### config.mk
export PLATFORM = sky130hd
export DESIGN_NAME = e_mdu_sched_flat
export DESIGN_NICKNAME = d
export VERILOG_FILES = /design/src/rtl/e_mdu_sched_pkg.sv /design/src/rtl/e_mdu_sched_if.sv /design/src/rtl/e_mdu_sched_lat_cnt.sv /design/src/rtl/e_mdu_sched.sv /design/src/flat_wrapper.sv
export SDC_FILE = /design/constraint.sdc
export NUM_CORES = 1
export LEC_CHECK = 0
export ABC_AREA = 1
export CAP_MARGIN = 20
export CORE_AREA = 2 2 94 96
export DETAILED_ROUTE_END_ITERATION = 6
export DIE_AREA = 0 0 96 98
export PLACE_DENSITY = 0.74
export SKIP_LAST_GASP = 1
export SLEW_MARGIN = 25
export SYNTH_ARGS = -nofsm -noshare
export SYNTH_HDL_FRONTEND = slang
export SYNTH_SLANG_ARGS = --single-unit
### constraint.sdc
create_clock -name clk -period 2.1 [get_ports clk]
set_clock_uncertainty 0.05 [all_clocks]
set_input_delay 0.315 -clock clk [delete_from_list [all_inputs] [get_ports clk]]
set_output_delay 0.315 -clock clk [all_outputs]
set_load 0.02 [all_outputs]
### src/rtl/e_mdu_sched_pkg.sv
// Shared encodings, FSM state type and default latencies for the E-stage MDU
// issue controller.
package e_mdu_pkg;

  localparam logic [2:0] MDU_MULT  = 3'b000;
  localparam logic [2:0] MDU_MULTU = 3'b001;
  localparam logic [2:0] MDU_DIV   = 3'b010;
  localparam logic [2:0] MDU_DIVU  = 3'b011;
  localparam logic [2:0] MDU_MTHI  = 3'b100;
  localparam logic [2:0] MDU_MTLO  = 3'b101;
  localparam logic [2:0] MDU_NOP   = 3'b111;

  localparam int MUL_LAT_DEF = 5;
  localparam int DIV_LAT_DEF = 10;

  typedef enum logic {
    ST_IDLE = 1'b0,
    ST_RUN  = 1'b1
  } mdu_state_e;

  // mult/multu/div/divu occupy the datapath; mthi/mtlo are single-cycle writes.
  function automatic logic is_arith(input logic [2:0] sel);
    return (sel[2] == 1'b0);
  endfunction

  function automatic logic is_div(input logic [2:0] sel);
    return (sel == MDU_DIV) || (sel == MDU_DIVU);
  endfunction

endpackage

### src/rtl/e_mdu_sched_if.sv
// E-stage <-> MDU controller bundle: issue handshake, D-stage hazard query and
// the datapath drive signals.
interface e_mdu_sched_if;
  logic        req;
  logic        op_valid;
  logic [2:0]  op_sel;
  logic [31:0] op_a;
  logic [31:0] op_b;
  logic        op_ready;
  logic        hilo_rd;
  logic        stall;
  logic        mdu_start;
  logic [2:0]  mdu_sel;
  logic [31:0] mdu_a;
  logic [31:0] mdu_b;
  logic        busy;
  logic        done;
  logic        div0;

  modport master (
    output req, op_valid, op_sel, op_a, op_b, hilo_rd,
    input  op_ready, stall, mdu_start, mdu_sel, mdu_a, mdu_b, busy, done, div0
  );

  modport slave (
    input  req, op_valid, op_sel, op_a, op_b, hilo_rd,
    output op_ready, stall, mdu_start, mdu_sel, mdu_a, mdu_b, busy, done, div0
  );
endinterface

### src/rtl/e_mdu_sched_lat_cnt.sv
// Loadable 4-bit down-counter; nonzero means busy, a value of 1 flags the
// last busy cycle.
module e_mdu_lat_cnt (
  input  logic       clk,
  input  logic       reset,
  input  logic       i_load,
  input  logic [3:0] i_val,
  output logic       o_busy,
  output logic       o_last
);

  logic [3:0] r_cnt;

  // NOTE: sequential state uses non-blocking assignments so every flop samples
  // pre-edge values regardless of block evaluation order.
  always_ff @(posedge clk or posedge reset) begin
    if (reset) begin
      r_cnt <= 4'd0;
    end else if (i_load) begin
      r_cnt <= i_val;
    end else if (r_cnt != 4'd0) begin
      r_cnt <= r_cnt - 4'd1;
    end
  end

  assign o_busy = (r_cnt != 4'd0);
  assign o_last = (r_cnt == 4'd1);

endmodule

### src/rtl/e_mdu_sched.sv
// E-stage multiply/divide issue controller. Optional feature: define
// E_MDU_DIV0_EN to retire divide-by-zero as a one-cycle div0 event.
module e_mdu_sched
  import e_mdu_pkg::*;
#(
  parameter int MUL_LAT = MUL_LAT_DEF,
  parameter int DIV_LAT = DIV_LAT_DEF
) (
  input  logic           clk,
  input  logic           reset,
  e_mdu_sched_if.slave   bus
);

  mdu_state_e  r_state;
  logic        r_start;
  logic [2:0]  r_sel;
  logic [31:0] r_a;
  logic [31:0] r_b;
  logic        r_div0;

  logic        w_ready;
  logic        w_accept;
  logic        w_arith;
  logic        w_div0;
  logic        w_load;
  logic [3:0]  w_lat;
  logic        w_busy;
  logic        w_last;

  assign w_ready  = (r_state == ST_IDLE);
  assign w_accept = bus.op_valid && w_ready && !bus.req && (bus.op_sel <= MDU_MTLO);
  assign w_arith  = is_arith(bus.op_sel);

`ifdef E_MDU_DIV0_EN
  assign w_div0 = is_div(bus.op_sel) && (bus.op_b == 32'd0);
`else
  assign w_div0 = 1'b0;
`endif

  assign w_lat  = is_div(bus.op_sel) ? 4'(DIV_LAT) : 4'(MUL_LAT);
  assign w_load = w_accept && w_arith && !w_div0;

  e_mdu_lat_cnt u_lat_cnt (
    .clk    (clk),
    .reset  (reset),
    .i_load (w_load),
    .i_val  (w_lat),
    .o_busy (w_busy),
    .o_last (w_last)
  );

  always_ff @(posedge clk or posedge reset) begin
    if (reset) begin
      r_state <= ST_IDLE;
      r_start <= 1'b0;
      r_sel   <= MDU_NOP;
      r_a     <= 32'd0;
      r_b     <= 32'd0;
      r_div0  <= 1'b0;
    end else begin
      r_start <= 1'b0;
      r_sel   <= MDU_NOP;
      r_div0  <= 1'b0;
      case (r_state)
        ST_IDLE: begin
          if (w_accept) begin
            r_a <= bus.op_a;
            r_b <= bus.op_b;
            if (w_div0) begin
              // Zero divisor retires immediately; HI/LO stay untouched.
              r_div0 <= 1'b1;
            end else if (w_arith) begin
              r_sel   <= bus.op_sel;
              r_start <= 1'b1;
              r_state <= ST_RUN;
            end else begin
              r_sel <= bus.op_sel;
            end
          end
        end
        ST_RUN: begin
          if (w_last) r_state <= ST_IDLE;
        end
        default: r_state <= ST_IDLE;
      endcase
    end
  end

  assign bus.op_ready  = w_ready;
  assign bus.mdu_start = r_start;
  assign bus.mdu_sel   = r_sel;
  assign bus.mdu_a     = r_a;
  assign bus.mdu_b     = r_b;
  assign bus.busy      = w_busy;
  assign bus.done      = w_last || r_div0;
  assign bus.div0      = r_div0;
  assign bus.stall     = bus.hilo_rd &&
                         (w_busy || (bus.op_valid && !bus.req && is_arith(bus.op_sel)));

endmodule

### src/flat_wrapper.sv
// flat-port wrapper written by rule: the top's interface ports become plain ports
module e_mdu_sched_flat import e_mdu_pkg::*;
#(
  parameter int MUL_LAT = MUL_LAT_DEF,
  parameter int DIV_LAT = DIV_LAT_DEF
)
  (clk, reset, bus_req, bus_op_valid, bus_op_sel, bus_op_a, bus_op_b, bus_hilo_rd, bus_op_ready, bus_stall, bus_mdu_start, bus_mdu_sel, bus_mdu_a, bus_mdu_b, bus_busy, bus_done, bus_div0);
  e_mdu_sched_if bus_i ();
  input  logic clk;
  input  logic reset;
  input wire logic [$bits(bus_i.req)-1:0] bus_req;
  input wire logic [$bits(bus_i.op_valid)-1:0] bus_op_valid;
  input wire logic [$bits(bus_i.op_sel)-1:0] bus_op_sel;
  input wire logic [$bits(bus_i.op_a)-1:0] bus_op_a;
  input wire logic [$bits(bus_i.op_b)-1:0] bus_op_b;
  input wire logic [$bits(bus_i.hilo_rd)-1:0] bus_hilo_rd;
  output wire logic [$bits(bus_i.op_ready)-1:0] bus_op_ready;
  output wire logic [$bits(bus_i.stall)-1:0] bus_stall;
  output wire logic [$bits(bus_i.mdu_start)-1:0] bus_mdu_start;
  output wire logic [$bits(bus_i.mdu_sel)-1:0] bus_mdu_sel;
  output wire logic [$bits(bus_i.mdu_a)-1:0] bus_mdu_a;
  output wire logic [$bits(bus_i.mdu_b)-1:0] bus_mdu_b;
  output wire logic [$bits(bus_i.busy)-1:0] bus_busy;
  output wire logic [$bits(bus_i.done)-1:0] bus_done;
  output wire logic [$bits(bus_i.div0)-1:0] bus_div0;
  assign bus_i.req = bus_req;
  assign bus_i.op_valid = bus_op_valid;
  assign bus_i.op_sel = bus_op_sel;
  assign bus_i.op_a = bus_op_a;
  assign bus_i.op_b = bus_op_b;
  assign bus_i.hilo_rd = bus_hilo_rd;
  assign bus_op_ready = bus_i.op_ready;
  assign bus_stall = bus_i.stall;
  assign bus_mdu_start = bus_i.mdu_start;
  assign bus_mdu_sel = bus_i.mdu_sel;
  assign bus_mdu_a = bus_i.mdu_a;
  assign bus_mdu_b = bus_i.mdu_b;
  assign bus_busy = bus_i.busy;
  assign bus_done = bus_i.done;
  assign bus_div0 = bus_i.div0;
  e_mdu_sched #(.MUL_LAT(MUL_LAT), .DIV_LAT(DIV_LAT)) u_core (.clk(clk), .reset(reset), .bus(bus_i));
endmodule
Word-level counts from Yosys, hierarchy flattened:

Cells that the tools add are included.

* $add $sub $neg: 1
* eq/ne operators: 3
* order comparisons: 1
* muxes and demuxes: 10
* reductions and logical operators: 13
* bitwise operators: 2

Operator list (count)
* 4-bit 2-to-1 mux: 3
* 1-bit logical AND: 7
* 3-bit by 2-bit == test with 1-bit output, second input constant: 2
* 3-bit 2-to-1 mux: 2
* 4-bit by 1-bit == test with 1-bit output, second input constant: 1
* 1-bit 2-to-1 mux: 4
* 4-bit nonzero test: 1
* 4-bit by 1-bit subtractor with 4-bit output, second input constant: 1
* 3-bit <= comparator, second input constant: 1
* 1-bit logical OR: 2
* 1-bit NOT: 2
* 1-bit case mux with 2 select lines: 1
* 2-bit AND reduction: 1
* 2-bit nonzero test: 1
* 1-bit zero test: 1

* word-level logic and storage cells: 36
* output and inout port bits: 73
* flip-flop bits (word level): 73
* input bits: 72

Logic depth before layout (Yosys ltp):

Gate-level depths: netlist of the first run.

* word-level depth: 6
* mapped depth: 7
* depth with buffers taken out: 7

Hierarchy:

Synthesis of the first run repeated with hierarchy kept, for this count alone.

* cell total of the unflattened synthesis: 347
* area total of the unflattened synthesis: 3190.6 sq um

Modules (own cells, without submodules)
* e_mdu_sched: cells each 310, instances 1, area each 2917.8 sq um
* e_mdu_lat_cnt: cells each 37, instances 1, area each 272.8 sq um

Least setup slack after synthesis of the first run:

OpenSTA, ideal clock, no wires.

* kind: reg2out
* start point: register u_core.u_lat_cnt.r_cnt[0]
* end point: output port bus_stall
* setup slack: 0.227 ns
* path buffers: 0
* stages on the path, launching flop included: 6
* arrival: 1.508 ns
* path through: dfrtp_1 inv_1 ha_1 nand3_1 inv_1 a21boi_0

* word-level cells in the longest chain between the ends: 3

Ends and longest elaborated chain
* from (decl): RTL line e_mdu_sched_lat_cnt.sv:12 `logic [3:0] r_cnt;`
* from (signal assigned): RTL line e_mdu_sched_lat_cnt.sv:20 `r_cnt <= i_val;`
* from (signal assigned): RTL line e_mdu_sched_lat_cnt.sv:22 `r_cnt <= r_cnt - 4'd1;`
* 4-bit nonzero test: RTL line e_mdu_sched_lat_cnt.sv:26 `assign o_busy = (r_cnt != 4'd0);`
* named net bus_busy: RTL line flat_wrapper.sv:23 `output wire logic [$bits(bus_i.busy)-1:0] bus_busy;`
* 1-bit logical OR: RTL line e_mdu_sched.sv:98 `(w_busy || (bus.op_valid && !bus.req && is_arith(bus.op_sel)));`
* 1-bit logical AND: RTL line e_mdu_sched.sv:97 `assign bus.stall = bus.hilo_rd &&`
* to (decl): RTL line flat_wrapper.sv:18 `output wire logic [$bits(bus_i.stall)-1:0] bus_stall;`

The timed path passes the listed nets, and every way through them passes these cells.

Worst setup path after layout of the first run:

* start point: register u_core.u_lat_cnt.r_cnt[0]
* end point: output port bus_busy

* word-level cells in the longest chain between the ends: 1

Ends and longest elaborated chain (RTL line)
* 4-bit nonzero test: e_mdu_sched_lat_cnt.sv:26
* to (decl): flat_wrapper.sv:23

Every way passes these cells.

==> summary.md, run 1 <==
| Metric | Value |
|---|---|
| First-pass GRT wire length | `11600 microns` |
| Initial Utilization | `0.350` |
| Initial antenna violation count | `0` |
| Area Overhead vs Synth | `58.5%` |
| Antenna viol nets, final | `0` |
| Yosys warning count | `0` |
| # fillers | `756` |
| Inserted Clock Buffers | `9` |
| Drt drc | `0` |
| Clock-pin slew on the worst setup and hold paths | `0.07 ns` |
| CP arrival | `1.65 ns` |
| Row cnt | `34` |
| Mean Syn Cell Area | `9.00 sq um` |
| PnR worst setup slack | `0.0875 ns` |
| Count of cell types in the netlist | `21` |
| IO Pins | `145` |
| Drt first pass iters | `4` |
| NumNets Final | `552` |
| Total core area | `8470 sq um` |
| Leak | `2.31 nW` |
| Mapped Cells | `329` |
| Largest net degree at the start of global routing | `74` |
| Longest Clk Path Bufs | `2` |
| Overall Power | `0.00685 W` |
| WL/cell | `12.2 microns` |
| Via count | `2551` |
| Number of max-cap violations | `0` |
| DP Worst Slack | `0.0344 ns` |
| Hold Path Class | `in2async` |
| H-Tree Depth | `3` |
| Pwr dens | `1460 nW/um^2` |
| Final Max Slew Viols | `0` |
| GRT Total Usage | `0.157` |
| Outcome | `finished clean` |
| Crit path max fanout | `5` |
| Max Clk Rate | `0.497 GHz` |
| Die X | `96 microns` |
| DP Wirelength | `5230 microns` |
| Setup crit end kind | `output port` |
| RSZ-0062 raised after global routing | `false` |
| Routability Congestion | `0.786` |
| Seq/Total Area, Yosys | `0.618` |
| Die Ht | `98 microns` |
| Critical path class | `reg2out` |
| CTS tree | `built` |
| CTS root buf | `clkbuf_8` |
| Fin. Hold Viols | `0` |
| Syn nets | `404` |
| Final period util | `0.958` |
| Detailed Route WL | `7160 microns` |
| GR Overflow Total | `0` |
| Max VDD drop | `699 uV` |
| Setup crit start kind | `flip-flop` |
| Final setup fails | `0` |
| Die area | `9410 sq um` |
| Clock sinks | `73` |
| Later-pin clock latency in the skew report | `0.32 ns` |
| Share of layout cells above drive strength 1 | `0.0665` |
| Req. time, crit path | `1.74 ns` |
| Routed vias/inst | `4.33` |
| Vias in the first global route | `2575` |
| Synth Register Bits | `73` |
| Port Buf Inserts | `143` |
| Tmin final | `2.01 ns` |
| Multi-input combinational cell area | `936 sq um` |
| Iteration-0 DRC Markers | `89` |
| Post-synthesis instance area | `2960 sq um` |
| Register area | `1830 sq um` |
| Diode count | `0` |
## registers in the layout (all words and copies together), names as in the netlist
| signal | flops |
|---|---|
| u_core.bus.mdu_a | 32 |
| u_core.bus.mdu_b | 32 |
| u_core.bus.mdu_sel | 3 |
| u_core.bus.mdu_start | 1 |
| u_core.u_lat_cnt.r_cnt | 4 |
| u_core.r_state | 1 |
## synthesized netlist by cell type
| cell type | n | share of area |
|---|---|---|
| xnor2_1 | 1 | 0.0030 |
| inv_4 | 1 | 0.0021 |
| nand2_1 | 206 | 0.26 |
| nand3_2 | 1 | 0.0034 |
| buf_6 | 12 | 0.046 |
| dfstp_2 | 3 | 0.027 |
| nor2_4 | 1 | 0.0038 |
| nor2_1 | 3 | 0.0038 |
| dfrtp_1 | 70 | 0.59 |
| conb_1 | 1 | 0.0013 |
| inv_2 | 1 | 0.0013 |
| a21boi_0 | 1 | 0.0025 |
| clkbuf_1 | 1 | 0.0013 |
| buf_4 | 1 | 0.0025 |
| nor3b_1 | 1 | 0.0025 |
| nand3_1 | 6 | 0.010 |
| inv_1 | 10 | 0.013 |
| or2_1 | 1 | 0.0021 |
| nand4_1 | 3 | 0.0063 |
| o21ai_0 | 2 | 0.0034 |
| ha_1 | 3 | 0.013 |
## cells by family (layout without fill, tap and decap cells)
group           Yosys count  count (layout)  share of synthesized area
simple gates            222             222                      0.293
flops                    73              73                      0.618
buf+inv                  26             178                     0.0655
fa+ha+maj                 3               3                     0.0127
compound gates            3               3                    0.00592
other cells               1               1                    0.00127
xor+xnor                  1               1                    0.00296
## worst paths after layout
kind	cells past startpoint	start	endpoint	slack (ns)
worst max-delay path	5	u_core.u_lat_cnt.r_cnt[0]$_DFFE_PP0P_	bus_busy	0.09
worst min-delay path	3	reset	u_core.u_lat_cnt.r_cnt[2]$_DFFE_PP0P_	0.37
worst max register to register	5	u_core.r_state$_DFF_PP0_	u_core.bus.mdu_a[26]$_DFFE_PP0P_	0.78
worst min register to register	1	u_core.r_state$_DFF_PP0_	u_core.bus.mdu_start$_DFF_PP0_	0.42
max in group asynchronous	3	reset	u_core.bus.mdu_sel[0]$_DFF_PP1_	1.28
min in group clk	1	u_core.r_state$_DFF_PP0_	u_core.bus.mdu_start$_DFF_PP0_	0.42
## cell type report
cell class | count | area share
inverters | 12 | 0.0109
repair buffers | 151 | 0.324
clock buffers | 10 | 0.0293
clock inverters | 5 | 0.0171
flip-flops and latches | 73 | 0.390
well taps | 108 | 0.0288
multi-input cells | 230 | 0.199
## critical path: stages (launching register included)
cell and delay [ns]:
dfrtp_1 0.41, inv_1 0.15, ha_1 0.19, nand3_1 0.11
buf_4 0.16, dlygate4sd2_1 0.31
## through the flow
| stage | setup TNS (ns) | hold WS (ns) | cells | cell area [sq um] | utilization |
|---|---|---|---|---|---|
| after floorplan | 0 | 0.373 | 329 | 2960 | - |
| after global placement | 0 | 0.411 | 574 | 4480 | 0.529 |
| after detailed placement | 0 | 0.408 | 574 | 4480 | 0.529 |
| after CTS | -0.0239 | 0.391 | 589 | 4700 | 0.555 |
| after global routing | 0 | 0.423 | 589 | 4690 | 0.554 |
| final | 0 | 0.371 | 589 | 4690 | 0.554 |
## metal layers
metal  up-vias  part of all wire  track usage
met2        90              0.49        0.256
met3        11             0.083       0.0517
met5         -                 0            0
met4         0             0.012       0.0560
li1       1287                 -            -
met1      1163              0.42        0.193
## where the power goes
part           internal, W  leakage [nW]  switching (W)  total [W]
registers          0.00206         0.903       0.000367    0.00243
clock network     0.000693         0.104       0.000491    0.00118
logic              0.00155          1.30        0.00168    0.00323
total              0.00431          2.31        0.00254    0.00685
## cell usage in the layout (no fill, tap or decap), drive strengths merged
cell	netlist	final
clkinv	0	1
a21boi	1	1
nand3	7	7
conb	1	1
o21ai	2	2
inv	12	11
dlygate4sd2	0	1
buf	13	8
clkdlybuf4s15	0	1
clkbuf	1	11
xnor2	1	1
or2	1	1
nand4	3	3
clkdlybuf4s50	0	140
nor3b	1	1
dfrtp	70	70
bufinv	0	2
dfstp	3	3
clkinvlp	0	3
nor2	4	4
ha	3	3
nand2	206	206
## what timing repair did
action / in CTS / in global routing
setup buffers: 0 / 0
endpoints found under the setup margin: 3 / 2
endpoints found under the hold margin: 0 / 0
resized for setup: 3 / 4
hold buffers: 0 / 0
Power figures use the tool's default switching activity.
==> run 2, diff against run 1 <==
- CTS_CLUSTER_DIAMETER: not set -> 80
- PLACE_DENSITY: 0.74 -> 0.77
==> summary.md, run 2 (same netlist as run 1, synthesis figures left out) <==
| Metric | Value |
|---|---|
| Pwr dens | `1490 nW/um^2` |
| Commonest non-fill, non-tap cell in the layout | `nand2_1` |
| Leak | `2.34 nW` |
| GRT Total Usage | `0.155` |
| Inserted Clock Buffers | `9` |
| Die area | `9410 sq um` |
| Diode count | `0` |
| Number of max-cap violations | `0` |
| Multi-input combinational cell area | `936 sq um` |
| Die Ht | `98 microns` |
| Final Max Slew Viols | `0` |
| Crit path max fanout | `5` |
| Final setup fails | `0` |
| Critical path class | `reg2out` |
| Routed vias/inst | `4.34` |
| Share of layout cells above drive strength 1 | `0.0785` |
| Hold Path Class | `in2async` |
| # hold bufs at CTS | `0` |
| Later-pin clock latency in the skew report | `0.34 ns` |
| Worst slew pin tran | `0.536 ns` |
| Max VDD drop | `685 uV` |
| WL/cell | `12.2 microns` |
| Detailed Route WL | `7240 microns` |
| Longest Clk Path Bufs | `2` |
| Relative slew slack | `0.643` |
| Routability Congestion | `0.858` |
| Final period util | `0.938` |
| RSZ-0062 raised after global routing | `false` |
| Row cnt | `34` |
| Area Overhead vs Synth | `60.4%` |
| Iteration-0 DRC Markers | `73` |
| IO Pins | `145` |
| # fillers | `738` |
| Start point of the critical path | `u_core.u_lat_cnt.r_cnt[0]$_DFFE_PP0P_` |
| Drt drc | `0` |
| FF-to-FF Start | `u_core.r_state$_DFF_PP0_` |
| H-Tree Depth | `3` |
| Register area | `1830 sq um` |
| Crit path to | `bus_busy` |
| Most frequent cells in the layout | `nand2_1, clkdlybuf4s50_1, dfrtp_1` |
| Setup crit start kind | `flip-flop` |
| DP Wirelength | `5220 microns` |
| Fin. Hold Viols | `0` |
| Drt first pass iters | `4` |
| Clock-pin slew on the worst setup and hold paths | `0.08 ns` |
| Overall Power | `0.00707 W` |
| Largest net degree at the start of global routing | `65` |
| Initial antenna violation count | `0` |
| Vias in the first global route | `2405` |
| GR Overflow Total | `0` |
| Req. time, crit path | `1.74 ns` |
| Via count | `2569` |
| Max Clk Rate | `0.508 GHz` |
| Setup TNS | `0 ns` |
| Die X | `96 microns` |
| Worst r2r dst | `u_core.bus.mdu_b[31]$_DFFE_PP0P_` |
| End-of-flow core utilization | `0.561` |
| NumNets Final | `554` |
| Initial Utilization | `0.350` |
| CTS tree | `built` |
| Outcome | `finished clean` |
| Tmin final | `1.97 ns` |
| CTS root buf | `clkbuf_8` |
| Total core area | `8470 sq um` |
| Setup slack, reg-to-reg | `0.74 ns` |
| Setup crit end kind | `output port` |
| FF-to-FF path depth | `5` |
| First-pass GRT wire length | `11300 microns` |
| Clock sinks | `73` |
| CP arrival | `1.60 ns` |
| Port Buf Inserts | `143` |
| Antenna viol nets, final | `0` |
run 2: cell count changes in the layout (fill, tap and decap cells not counted), sizes merged:
cell	previous run	this run
buf	8	10
clkinv	1	0
clkbuf	11	14
clkdlybuf4s15	1	0
bufinv	2	3
clkinvlp	3	2
run 2: through the flow:
step                      cell area (sq um)  std cells  setup slack (ns)  hold slack, ns
after floorplan                        2960        329             0.227           0.373
after global placement                 4500        576            0.0263           0.402
after detailed placement               4500        576            0.0376           0.402
after CTS                              4760        592            0.0137           0.382
after global routing                   4750        592            0.0245           0.392
final                                  4750        592             0.131           0.389
run 2: per-layer routing:
metal	GRT usage	vias to the layer above	wire, microns
met1	0.192	1164	3130
met5	0	-	0
li1	-	1289	-
met2	0.243	101	3430
met4	0.0703	0	123
met3	0.0525	15	559
run 2: worst max-delay path, cell delays in order (launching register included):
cell and delay, ns:
dfrtp_1 0.41, inv_2 0.10, ha_1 0.18, nand3_1 0.10, buf_4 0.16, dlygate4sd2_1 0.32
run 2: how the worst min path moves through the flow:
stage | from | to | slack [ns] | cells after the start
floorplan | bus_op_sel[0] | u_core.bus.mdu_sel[0]$_DFF_PP1_ | 0.37 | 1
global placement | u_core.r_state$_DFF_PP0_ | u_core.bus.mdu_start$_DFF_PP0_ | 0.40 | 1
detailed placement | u_core.r_state$_DFF_PP0_ | u_core.bus.mdu_start$_DFF_PP0_ | 0.40 | 1
CTS | reset | u_core.bus.mdu_b[21]$_DFFE_PP0P_ | 0.38 | 3
global route | reset | u_core.bus.mdu_b[21]$_DFFE_PP0P_ | 0.39 | 3
finish | reset | u_core.bus.mdu_b[21]$_DFFE_PP0P_ | 0.39 | 3
run 2: final cells by class:
type	count	share of cell area
repair buffers	153	0.323
flip-flops and latches	73	0.386
multi-input cells	230	0.197
clock buffers	12	0.0348
inverters	12	0.0108
well taps	108	0.0285
clock inverters	4	0.0206
run 2: repair_timing:
item / in CTS / in global routing
endpoints found under the setup margin: 3 / 3
buffers inserted: 0 / 0
gates resized for setup: 3 / 8
run 2: report_power, final:
group          internal (W)  switching [W]  total, W
logic               0.00156        0.00169   0.00325
clock network      0.000887       0.000498   0.00138
registers           0.00206       0.000366   0.00243
total               0.00451        0.00256   0.00707
==> run 3, diff against run 2 <==
--- a/config.mk
+++ b/config.mk
@@ -9,7 +9,8 @@
 export CAP_MARGIN = 20
-export CORE_AREA = 2 2 94 96
+export CORE_AREA = 2 2 86 88
 export CTS_CLUSTER_DIAMETER = 80
+export CTS_CLUSTER_SIZE = 40
 export DETAILED_ROUTE_END_ITERATION = 6
-export DIE_AREA = 0 0 96 98
-export PLACE_DENSITY = 0.77
+export DIE_AREA = 0 0 88 90
+export PLACE_DENSITY = 0.87
 export SKIP_LAST_GASP = 1
==> constraint.sdc (replaced) <==
create_clock -name clk -period 2.4 [get_ports clk]
set_clock_uncertainty 0.05 [all_clocks]
set_input_delay 0.24 -clock clk [delete_from_list [all_inputs] [get_ports clk]]
set_output_delay 0.24 -clock clk [all_outputs]
set_load 0.02 [all_outputs]
==> summary.md, run 3 (same netlist as run 1, synthesis figures left out) <==
| Metric | Value |
|---|---|
| Die area | `7920 sq um` |
| RSZ-0062 raised after global routing | `false` |
| Outcome | `finished clean` |
| Longest Clk Path Bufs | `2` |
| Family with the most delay on the worst path | `buffers and inverters` |
| Area after DPL | `4400 sq um` |
| Via count | `2568` |
| Drt drc | `0` |
| CTS tree | `built` |
| Final Max Slew Viols | `0` |
| Setup slack, reg-to-reg | `0.90 ns` |
| Clock sinks | `73` |
| FF-to-FF path depth | `5` |
| WL/cell | `12.7 microns` |
| Max Clk Rate | `0.446 GHz` |
| Diode count | `0` |
| Die Ht | `90 microns` |
| Initial Utilization | `0.422` |
| Later-pin clock latency in the skew report | `0.32 ns` |
| Req. time, crit path | `2.11 ns` |
| H-Tree Depth | `3` |
| Initial antenna violation count | `0` |
| Port Buf Inserts | `143` |
| Worst slew pin tran | `0.618 ns` |
| Hold Path Class | `in2async` |
| Detailed Route WL | `7340 microns` |
| Drt first pass iters | `4` |
| FF-to-FF Start | `u_core.r_state$_DFF_PP0_` |
| Routability Congestion | `0.851` |
| NumNets Final | `547` |
| Setup TNS | `0 ns` |
| Total core area | `7020 sq um` |
| Die X | `88 microns` |
| Relative slew slack | `0.588` |
| Crit path max fanout | `5` |
| Overall Power | `0.00612 W` |
| First-pass GRT wire length | `12000 microns` |
| CP Buf/Inv Count | `2` |
| Area Overhead vs Synth | `57.0%` |
| Max VDD drop | `609 uV` |
| Commonest non-fill, non-tap cell in the layout | `nand2_1` |
| Leak | `2.30 nW` |
| DP Wirelength | `5290 microns` |
| Final setup fails | `0` |
| CTS root buf | `clkbuf_8` |
| Most frequent cells in the layout | `nand2_1, clkdlybuf4s50_1, dfrtp_1` |
| Inserted Clock Buffers | `9` |
| GRT Total Usage | `0.190` |
| Worst r2r dst | `u_core.bus.mdu_b[28]$_DFFE_PP0P_` |
| End-of-flow core utilization | `0.662` |
| Clock-pin slew on the worst setup and hold paths | `0.08 ns` |
| Highest-delay cell along the critical path | `clkdlybuf4s50_1` |
| Share of layout cells above drive strength 1 | `0.0545` |
| Setup crit end kind | `output port` |
| Critical path class | `reg2out` |
| Setup crit start kind | `flip-flop` |
| GR Overflow Total | `0` |
| Number of max-cap violations | `0` |
| Biggest cell delay along the critical path | `0.67 ns` |
| Vias in the first global route | `2611` |
| Antenna viol nets, final | `0` |
| Routed vias/inst | `4.46` |
| Final design instance area without fill | `4650 sq um` |
| Pwr dens | `1320 nW/um^2` |
| Largest net degree at the start of global routing | `74` |
| Row cnt | `31` |
| Final period util | `0.935` |
| CP arrival | `1.95 ns` |
| Tmin final | `2.24 ns` |
| Worst path cell trace | `inv_1 -> ha_1 -> nor3b_1 -> clkdlybuf4s50_1` |
| # fillers | `562` |
| Iteration-0 DRC Markers | `86` |
| IO Pins | `145` |
| Fin. Hold Viols | `0` |
[run 3: how the worst max path moves through the flow]
stage                                           from                              end  cells past startpoint
2_1_floorplan                                  reset  u_core.bus.mdu_a[0]$_DFFE_PP0P_                      1
3_3_place_gp                                 bus_req                        bus_stall                      5
3_5_place_dp   u_core.u_lat_cnt.r_cnt[0]$_DFFE_PP0P_                        bus_stall                      6
4_1_cts        u_core.u_lat_cnt.r_cnt[1]$_DFFE_PP0P_                         bus_done                      4
5_1_grt        u_core.u_lat_cnt.r_cnt[1]$_DFFE_PP0P_                         bus_done                      4
6_report       u_core.u_lat_cnt.r_cnt[1]$_DFFE_PP0P_                         bus_done                      4
[run 3: power by group]
group / internal, W / total, W / switching [W]
clock: 0.000718 / 0.00115 / 0.000434
combinational: 0.00134 / 0.00284 / 0.00149
sequential: 0.00181 / 0.00213 / 0.000322
[run 3: area by class of cell]
type	count	area [sq um]	area share
sequential	73	1830	0.394
timing repair buffer	146	1470	0.315
multi-input combinational	230	936	0.201
clock buffer	11	141	0.0304
tap	99	124	0.0267
clock inverter	5	103	0.0221
inverter	12	47.5	0.0102
[run 3: worst min-delay path: stages]
cell	delay, ns
clkdlybuf4s50_1	0.41
inv_2	0.07
buf_12	0.33
[run 3: routing by layer]
layer,GRT usage,part of all wire,vias up
met4,0.0654,0.014,0
met3,0.0478,0.068,11
met1,0.235,0.42,1190
met5,0,0,-
met2,0.321,0.50,93
li1,-,-,1274
[run 3: what timing repair did]
item | CTS | global route
hold buffers | 0 | 0
hold endpoints to repair | 0 | 0
endpoints found under the setup margin | 1 | 0
setup buffers | 0 | 0
gates resized for setup | 1 | 0
[run 3: per-stage QoR]
stage	worst slack, ns	cells	hold WS (ns)
floorplan	0.262	329	0.298
global placement	0.456	560	0.410
detailed placement	0.345	560	0.403
CTS	0.114	576	0.265
global route	0.0146	576	0.293
finish	0.157	576	0.264
